==> src/rtl/leaf_sched_pkg.sv <==
// Shared types and default sizing for the leaf grant scheduler.
package leaf_sched_pkg;

  localparam int N_REQ_DEF    = 10;
  localparam int HOLD_MAX_DEF = 16;
  localparam int IDX_W        = $clog2(N_REQ_DEF);

  typedef enum logic [1:0] {
    IDLE    = 2'd0,
    GRANT   = 2'd1,
    RELEASE = 2'd2
  } sched_state_t;

endpackage

==> src/rtl/leaf_rr_pick.sv <==
// Round-robin picker: first set request at or above i_ptr, wrapping to 0.
module leaf_rr_pick
  import leaf_sched_pkg::*;
#(
  parameter int N_REQ = N_REQ_DEF
) (
  input  logic [N_REQ-1:0]         i_req,
  input  logic [$clog2(N_REQ)-1:0] i_ptr,
  output logic [N_REQ-1:0]         o_win_oh,
  output logic [$clog2(N_REQ)-1:0] o_win_id,
  output logic                     o_any
);

  localparam int          IW = $clog2(N_REQ);
  localparam int unsigned NU = N_REQ;

  logic          w_found;
  logic [IW-1:0] w_idx;

  always_comb begin
    o_win_oh = '0;
    o_win_id = '0;
    w_found  = 1'b0;
    w_idx    = '0;
    for (int unsigned i = 0; i < NU; i++) begin
      w_idx = IW'((32'(i_ptr) + i) % NU);
      if (!w_found && i_req[w_idx]) begin
        w_found          = 1'b1;
        o_win_oh[w_idx]  = 1'b1;
        o_win_id         = w_idx;
      end
    end
  end

  assign o_any = |i_req;

endmodule

==> src/rtl/leaf_grant_scheduler.sv <==
// Round-robin single-grant scheduler with one-cycle release gap.
// Optional forced release after HOLD_MAX cycles: define LEAF_SCHED_TIMEOUT_EN.
module leaf_grant_scheduler
  import leaf_sched_pkg::*;
#(
  parameter int N_REQ    = N_REQ_DEF,
  parameter int HOLD_MAX = HOLD_MAX_DEF
) (
  input  logic                     clk,
  input  logic                     rst_n,
  input  logic [N_REQ-1:0]         req,
  input  logic                     done,
  output logic [N_REQ-1:0]         gnt,
  output logic [$clog2(N_REQ)-1:0] gnt_id,
  output logic                     busy,
  output logic                     timeout
);

  localparam int IW = $clog2(N_REQ);

  sched_state_t   r_state, w_state_nxt;
  logic [N_REQ-1:0] r_gnt, w_gnt_nxt;
  logic [IW-1:0]    r_gnt_id, w_id_nxt;
  logic [IW-1:0]    r_ptr, w_ptr_nxt;
  logic             r_busy, w_busy_nxt;
  logic             r_timeout, w_to_nxt;

  logic [N_REQ-1:0] w_win_oh;
  logic [IW-1:0]    w_win_id;
  logic             w_any;
  logic             w_rel_req;
  logic             w_hold_exp;

  leaf_rr_pick #(.N_REQ(N_REQ)) u_pick (
    .i_req    (req),
    .i_ptr    (r_ptr),
    .o_win_oh (w_win_oh),
    .o_win_id (w_win_id),
    .o_any    (w_any)
  );

  // A dropped request from the granted leaf releases exactly like done.
  assign w_rel_req = done || ((req & r_gnt) == '0);

`ifdef LEAF_SCHED_TIMEOUT_EN
  localparam int CW = $clog2(HOLD_MAX + 1);
  logic [CW-1:0] r_cnt;

  always_ff @(posedge clk) begin
    if (!rst_n || w_state_nxt != GRANT) r_cnt <= '0;
    else if (r_state == GRANT)          r_cnt <= r_cnt + 1'b1;
    else                                r_cnt <= CW'(1);
  end

  assign w_hold_exp = (r_cnt == CW'(HOLD_MAX));
`else
  logic w_unused_hold;
  assign w_unused_hold = (HOLD_MAX > 0);
  assign w_hold_exp    = 1'b0;
`endif

  always_comb begin
    w_state_nxt = r_state;
    w_gnt_nxt   = r_gnt;
    w_id_nxt    = r_gnt_id;
    w_busy_nxt  = r_busy;
    w_ptr_nxt   = r_ptr;
    w_to_nxt    = 1'b0;
    case (r_state)
      IDLE: begin
        if (w_any) begin
          w_state_nxt = GRANT;
          w_gnt_nxt   = w_win_oh;
          w_id_nxt    = w_win_id;
          w_busy_nxt  = 1'b1;
        end
      end
      GRANT: begin
        if (w_rel_req || w_hold_exp) begin
          w_state_nxt = RELEASE;
          w_gnt_nxt   = '0;
          w_id_nxt    = '0;
          w_busy_nxt  = 1'b0;
          w_ptr_nxt   = (r_gnt_id == IW'(N_REQ - 1)) ? '0 : r_gnt_id + 1'b1;
          w_to_nxt    = !w_rel_req;
        end
      end
      RELEASE: w_state_nxt = IDLE;
      default: w_state_nxt = IDLE;
    endcase
  end

  always_ff @(posedge clk) begin
    if (!rst_n) r_state <= IDLE;
    else        r_state <= w_state_nxt;
  end

  always_ff @(posedge clk) begin
    if (!rst_n) begin
      r_gnt     <= '0;
      r_gnt_id  <= '0;
      r_busy    <= 1'b0;
      r_ptr     <= '0;
      r_timeout <= 1'b0;
    end else begin
      r_gnt     <= w_gnt_nxt;
      r_gnt_id  <= w_id_nxt;
      r_busy    <= w_busy_nxt;
      r_ptr     <= w_ptr_nxt;
      r_timeout <= w_to_nxt;
    end
  end

  assign gnt     = r_gnt;
  assign gnt_id  = r_gnt_id;
  assign busy    = r_busy;
  assign timeout = r_timeout;

endmodule

==> config.mk <==
export PLATFORM = sky130hd
export DESIGN_NAME = leaf_grant_scheduler
export DESIGN_NICKNAME = d
export VERILOG_FILES = /design/src/rtl/leaf_sched_pkg.sv /design/src/rtl/leaf_rr_pick.sv /design/src/rtl/leaf_grant_scheduler.sv
export SDC_FILE = /design/constraint.sdc
export NUM_CORES = 1
export LEC_CHECK = 0
export BUFFER_PORTS_ARGS = -buffer_cell sky130_fd_sc_hd__buf_2
export CAP_MARGIN = 10
export CORE_MARGIN = 3
export CORE_UTILIZATION = 35
export CTS_CLUSTER_DIAMETER = 200
export CTS_CLUSTER_SIZE = 16
export DETAILED_ROUTE_END_ITERATION = 8
export PLACE_DENSITY = 0.5
export REMOVE_ABC_BUFFERS = 1
export SYNTH_ARGS = -nofsm -noshare
export SYNTH_HDL_FRONTEND = slang
export SYNTH_SLANG_ARGS = --single-unit
==> constraint.sdc <==
create_clock -name clk -period 14.1 [get_ports clk]
set_clock_uncertainty 0.2 [all_clocks]
set_input_delay 0.705 -clock clk [delete_from_list [all_inputs] [get_ports clk]]
set_output_delay 0.705 -clock clk [all_outputs]
set_load 0.01 [all_outputs]
Yosys cells after proc, flatten, opt, wreduce, memory -nomap -nowiden:

Index checks and enable logic that the tools add are counted.

* bits in read-only memories: 0
* output and inout bits: 16
* input port bits: 13
* latch bits: 0
* logic and storage cells: 180
* register bits: 22
* RAM bits: 0
* memories kept: 0

* divide/modulo/power cells: 10
* bitwise gates (word level): 10
* multiply operators: 0
* shifts and indexed selects: 0
* add/sub/neg operators: 10
* reduce and logical (&&, ||, !) cells: 38
* equal/unequal tests: 4
* order comparisons: 20
* mux-type cells: 82

Operators by type and width (count)
* $mod 32x4->32 const B: 9
* $mux 10: 12
* $or 10x10->10: 9
* $mux 4: 13
* $lt 4x5->1 const B: 10
* $bmux 1 s4: 10
* $demux 1 s4: 10
* $ge 4x1->1 const B: 10
* $mod 4x4->32 const B: 1
* $mux 1: 31
* $add 4x3->5 const B: 4
* $pmux 10 s2: 1
* $logic_and 1x1->1: 19
* $add 4x2->5 const B: 2
* $add 4x4->5 const B: 2
* $and 10x10->10: 1
* $logic_not 1->1: 10
* $logic_not 10->1: 1
* $reduce_or 10->1: 1
* $pmux 4 s2: 1
* $reduce_and 3->1: 2
* $add 4x1->5 const B: 1
* $add 4x1->4 const B: 1
* $eq 4x4->1 const B: 1
* other kinds (10): 12

Logic depth before layout (Yosys ltp):

* depth after elaboration: 33
* depth in mapped cells: 24
* depth with buffers taken out: 18

Modules after synthesis:

From an unflattened synthesis, not the netlist that was laid out.

* cell total of the unflattened synthesis: 749
* area, all modules: 5348.9 µm²

Modules (own cells, without submodules)
* leaf_rr_pick: seq. area each 0.0 µm², cells each 637, area an instance 4395.5 µm², instances 1
* leaf_grant_scheduler: seq. area each 440.4 µm², cells each 112, area an instance 953.4 µm², instances 1

Least setup slack after synthesis:

OpenSTA, ideal clock, no wires.

* path kind: reg2reg
* from: reg r_ptr[0]
* to: reg r_gnt[7], in the netlist gnt[7]
* arrival: 5.286 ns
* path buffers: 6
* library setup time: 0.060 ns
* clock period less this slack: 5.545 ns
* setup slack: 8.555 ns
* required time: 13.840 ns
* stages on the path, launching flop included: 24
* path through: dfxtp_1 -> buf_4 -> buf_4 -> buf_1 -> inv_1 -> clkbuf_1 -> ha_1 -> buf_2 -> buf_4 -> a2111oi_0 -> nor2_1 -> xnor2_1 -> ha_1 -> nand2b_1 -> o21ai_0 -> a31oi_1 -> nor2_1 -> mux2_2 -> a21oi_1 -> nand3_1 -> or4_4 -> or3_1 -> a211oi_1 -> a221o_1

* word-level cells in the longest chain between the ends: 33
* elaborated cells on any way between the ends: 137
* those cells by class: add/sub (9); div (10); order compare (20); mux (61); bitwise (9); reduce/logical (28)

RTL lines
* start: declaration: line leaf_grant_scheduler.sv:24 `logic [IW-1:0] r_ptr, w_ptr_nxt;`
* start signal: assignment: line leaf_grant_scheduler.sv:109 `r_ptr <= w_ptr_nxt;`
* parallel branches: the longest is 30 deep, another holds $mod 32x4->32
* $mux 10 (*): line leaf_rr_pick.sv:27 `if (!w_found && i_req[w_idx]) begin`
* $mux 10 (*): line leaf_grant_scheduler.sv:71 `if (w_any) begin`
* $pmux 10 s2 (*): line leaf_grant_scheduler.sv:69 `case (r_state)`
* end signal: assignment: line leaf_grant_scheduler.sv:106 `r_gnt <= w_gnt_nxt;`
* end: declaration: line leaf_grant_scheduler.sv:22 `logic [N_REQ-1:0] r_gnt, w_gnt_nxt;`

Every way passes the cells marked *. The select of a mux whose other input is x is not followed.
A chain may end at the register's enable or synchronous reset.

Final worst setup path:

* from: reg r_ptr[2]
* to: reg r_gnt[2], in the netlist gnt[2]

Same word-level chain as after synthesis.

==> flow_summary.json <==
{
  "die_area_um2": 17500,
  "ir_drop_uv": 89.9,
  "synth_top_area_cell": "dfxtp_1",
  "critPathLaunchType": "flip-flop",
  "ant_nets": 0,
  "multiInputGateArea_um2": 4770,
  "grt_max_degree": 50,
  "vias_per_cell": 6.59,
  "cts_buffer_depth": 2,
  "crit_chain": "clkinv_1 > ha_1 > a21oi_2 > xnor2_2 > nand2_1 > ha_1 > nand2b_1 > or3_1 > a311oi_1 > or3_1 > a2111oi_0 > nor3_1 > nand3_1 > or4_1 > o211ai_1 > nor3_1 > nor4_1",
  "placeableCoreArea_um2": 15400,
  "layout.area.seq_um2": 442,
  "synth_ff_type": "dfxtp_1",
  "setup_ws_ps": 7000,
  "insertion_delay_ps": 270,
  "num_vias": 6429,
  "power.leakage_nw": 2.11,
  "grt_pass1_wl_mm": 34.4,
  "path_class": "reg2reg",
  "die_x_um": 132,
  "routabilityCongestion": 0.991,
  "post_cts_buffers": 0,
  "max_slew_margin_pct": 33.6,
  "antenna_cells": 0,
  "outcome": "finished, final reports clean",
  "power_density_nw_per_um2": 277,
  "cap_viol_max_count": 0,
  "rsz0062_at_grt": "no",
  "setup_viol": 0,
  "start_util_pct": 36.2,
  "grt.total_usage_pct": 23.9,
  "path_buf_inv": 1,
  "synth_top_cell_area_share_pct": 7.89,
  "max_freq_mhz": 141,
  "r2r_slack_ps": 7000,
  "cp_max_fo": 19,
  "synth_async_sr_flop_share_pct": 0,
  "end_kind": "flip-flop",
  "synthTopCellsByArea": "dfxtp_1 (7.9%), ha_1 (7.4%), nand2_1 (4.6%)",
  "cts_made_buffers": 3,
  "finalPower_mw": 1.64,
  "yosysSeqAreaShare_pct": 7.89,
  "hold_viol": 0,
  "synth.cell_area_um2": 5590,
  "wl_per_cell_um": 22.2,
  "ctsHoldBuffers": 0,
  "slew_viol_final": 0,
  "drc": 0,
  "yosysWarnings": 0,
  "tightestPinTransition_ps": 968,
  "rows": 45,
  "final_util_pct": 38.2,
  "synth_edf_count": 0,
  "synth_common_cells": "nand2_1 (69), nor2_1 (67), a21oi_1 (46), o21ai_0 (39), ha_1 (33)",
  "num_io_pins": 29,
  "drive_gt1_share_pct": 13.6,
  "die_y_um": 132,
  "dp_hpwl_mm": 16.7,
  "fill_cells": 1647,
  "cp_top_family": "simple AND/OR/NAND/NOR gates",
  "drt_iter0_markers": 778,
  "synthCells": 774,
  "htreeDepth": 1,
  "overflow": 0,
  "worstPathRequired_ps": 14080,
  "tritoncts": "yes",
  "max_stage_delay_ps": 860,
  "clkSinkCount": 22,
  "finalCritPeriodShare_pct": 50.3,
  "first_pass_iters": 6,
  "root_buffer": "clkbuf_16",
  "synthMostInstantiatedCell": "nand2_1",
  "grt_pass1_vias": 6081,
  "period_minus_slack_ps": 7100,
  "io_buffer_count": 28,
  "syn2layout_area_growth_pct": 5.60,
  "antenna_found_initial": 0,
  "synth-seq-cells": 22,
  "fin_nets": 812,
  "fin_setup_tns_ps": 0,
  "cts_resized": 0,
  "syn_avg_cell_area_um2": 7.22,
  "pre_cts_slack_ps": 7200,
  "critPathSlowestCell": "dfxtp_1",
  "clk_pin_slew_ps": 70,
  "wl_mm": 21.7,
  "hp-class": "reg2reg",
  "yosysUniqueCellTypes": 106,
  "critPathArrivalTime_ps": 7070
}
==> flip-flops by register name, summed over array words and instances (netlist names) <==
register / cells
timeout: 1
gnt: 10
r_state: 2
gnt_id: 4
busy: 1
r_ptr: 4
==> final cells by class <==
type                    instances  area share [%]
clock buffers                   3            1.27
clock inverters                 1           0.509
well taps                     211            4.48
multi-input cells             671            80.9
flip-flops and latches         22            7.49
inverters                      33            2.10
repair buffers                 35            3.27
==> layer usage <==
metal / up-vias / share of wire (%) / global-route usage (%)
li1: 2981 / - / -
met5: - / 0 / 0
met3: 55 / 6.8 / 2.52
met2: 292 / 45 / 37.6
met1: 3101 / 45 / 33.3
met4: 0 / 3.8 / 10.1
==> worst register-to-register path, cell delays in order (launching register included) <==
cell and delay, ps:
dfxtp_1 860, clkinv_1 710, ha_1 500, a21oi_2 340, xnor2_2 210, nand2_1 110, ha_1 320, nand2b_1 190
or3_1 320, a311oi_1 430, or3_1 330, a2111oi_0 150, nor3_1 440, nand3_1 460, or4_1 750, o211ai_1 320
nor3_1 120, nor4_1 250
==> power breakdown <==
part / total (mW) / switching, mW / internal [mW]
clock network: 0.0846 / 0.0281 / 0.0566
logic: 1.45 / 0.955 / 0.494
registers: 0.103 / 0.0222 / 0.0806
total: 1.64 / 1.00 / 0.631
==> cells in the final DEF, fill, tap and decap left out, drive strengths merged, types with 5 or more instances in the layout <==
| cell type | instances |
|---|---|
| mux2i | 17 |
| a21oi | 49 |
| buf | 35 |
| or4 | 5 |
| a21boi | 7 |
| o31a | 7 |
| a221oi | 9 |
| nand3b | 7 |
| xnor2 | 19 |
| or2 | 7 |
| a211o | 7 |
| a2111oi | 9 |
| ha | 33 |
| o21ai | 44 |
| o21a | 5 |
| a211oi | 12 |
| maj3 | 5 |
| dfxtp | 22 |
| a22oi | 6 |
| and2 | 5 |
| a32o | 5 |
| a31oi | 14 |
| nand2 | 69 |
| o311ai | 5 |
| or3 | 7 |
| nor4b | 5 |
| nand4 | 16 |
| nand3 | 27 |
| a21o | 7 |
| mux2 | 17 |
| o211ai | 13 |
| o31ai | 9 |
| nor2 | 68 |
| o32ai | 6 |
| nor3 | 25 |
| nand2b | 18 |
| nor4 | 19 |
| nor2b | 13 |
| inv | 32 |
==> worst paths after layout <==
path | from | endpoint | depth (start not counted)
worst max-delay path | r_ptr[2] | gnt[2] | 17
worst min register to register | busy | busy | 2
worst min-delay path | busy | busy | 2
worst max register to register | r_ptr[2] | gnt[2] | 17
==> metrics by stage <==
step | hold WS, ps | instance area (um2) | std cells
2_1_floorplan | 314 | 5340 | 726
3_3_place_gp | 276 | 5790 | 972
3_5_place_dp | 293 | 5790 | 972
4_1_cts | 307 | 5900 | 976
5_1_grt | 327 | 5900 | 976
6_report | 298 | 5900 | 976
==> cell families (layout without fill, tap and decap cells) <==
family	Yosys count	count (layout)	synth area share, %
AOI/OAI and AO/OA	259	259	34.2
xor gates and xnor gates	24	24	5.35
adders and majority gates	38	38	8.29
buffers and inverters	81	72	6.70
DFF	22	22	7.89
muxes	38	38	8.09
other	1	1	0.0671
and+or+nand+nor	311	311	29.5
Note: power is estimated with default switching activity, not from simulation.
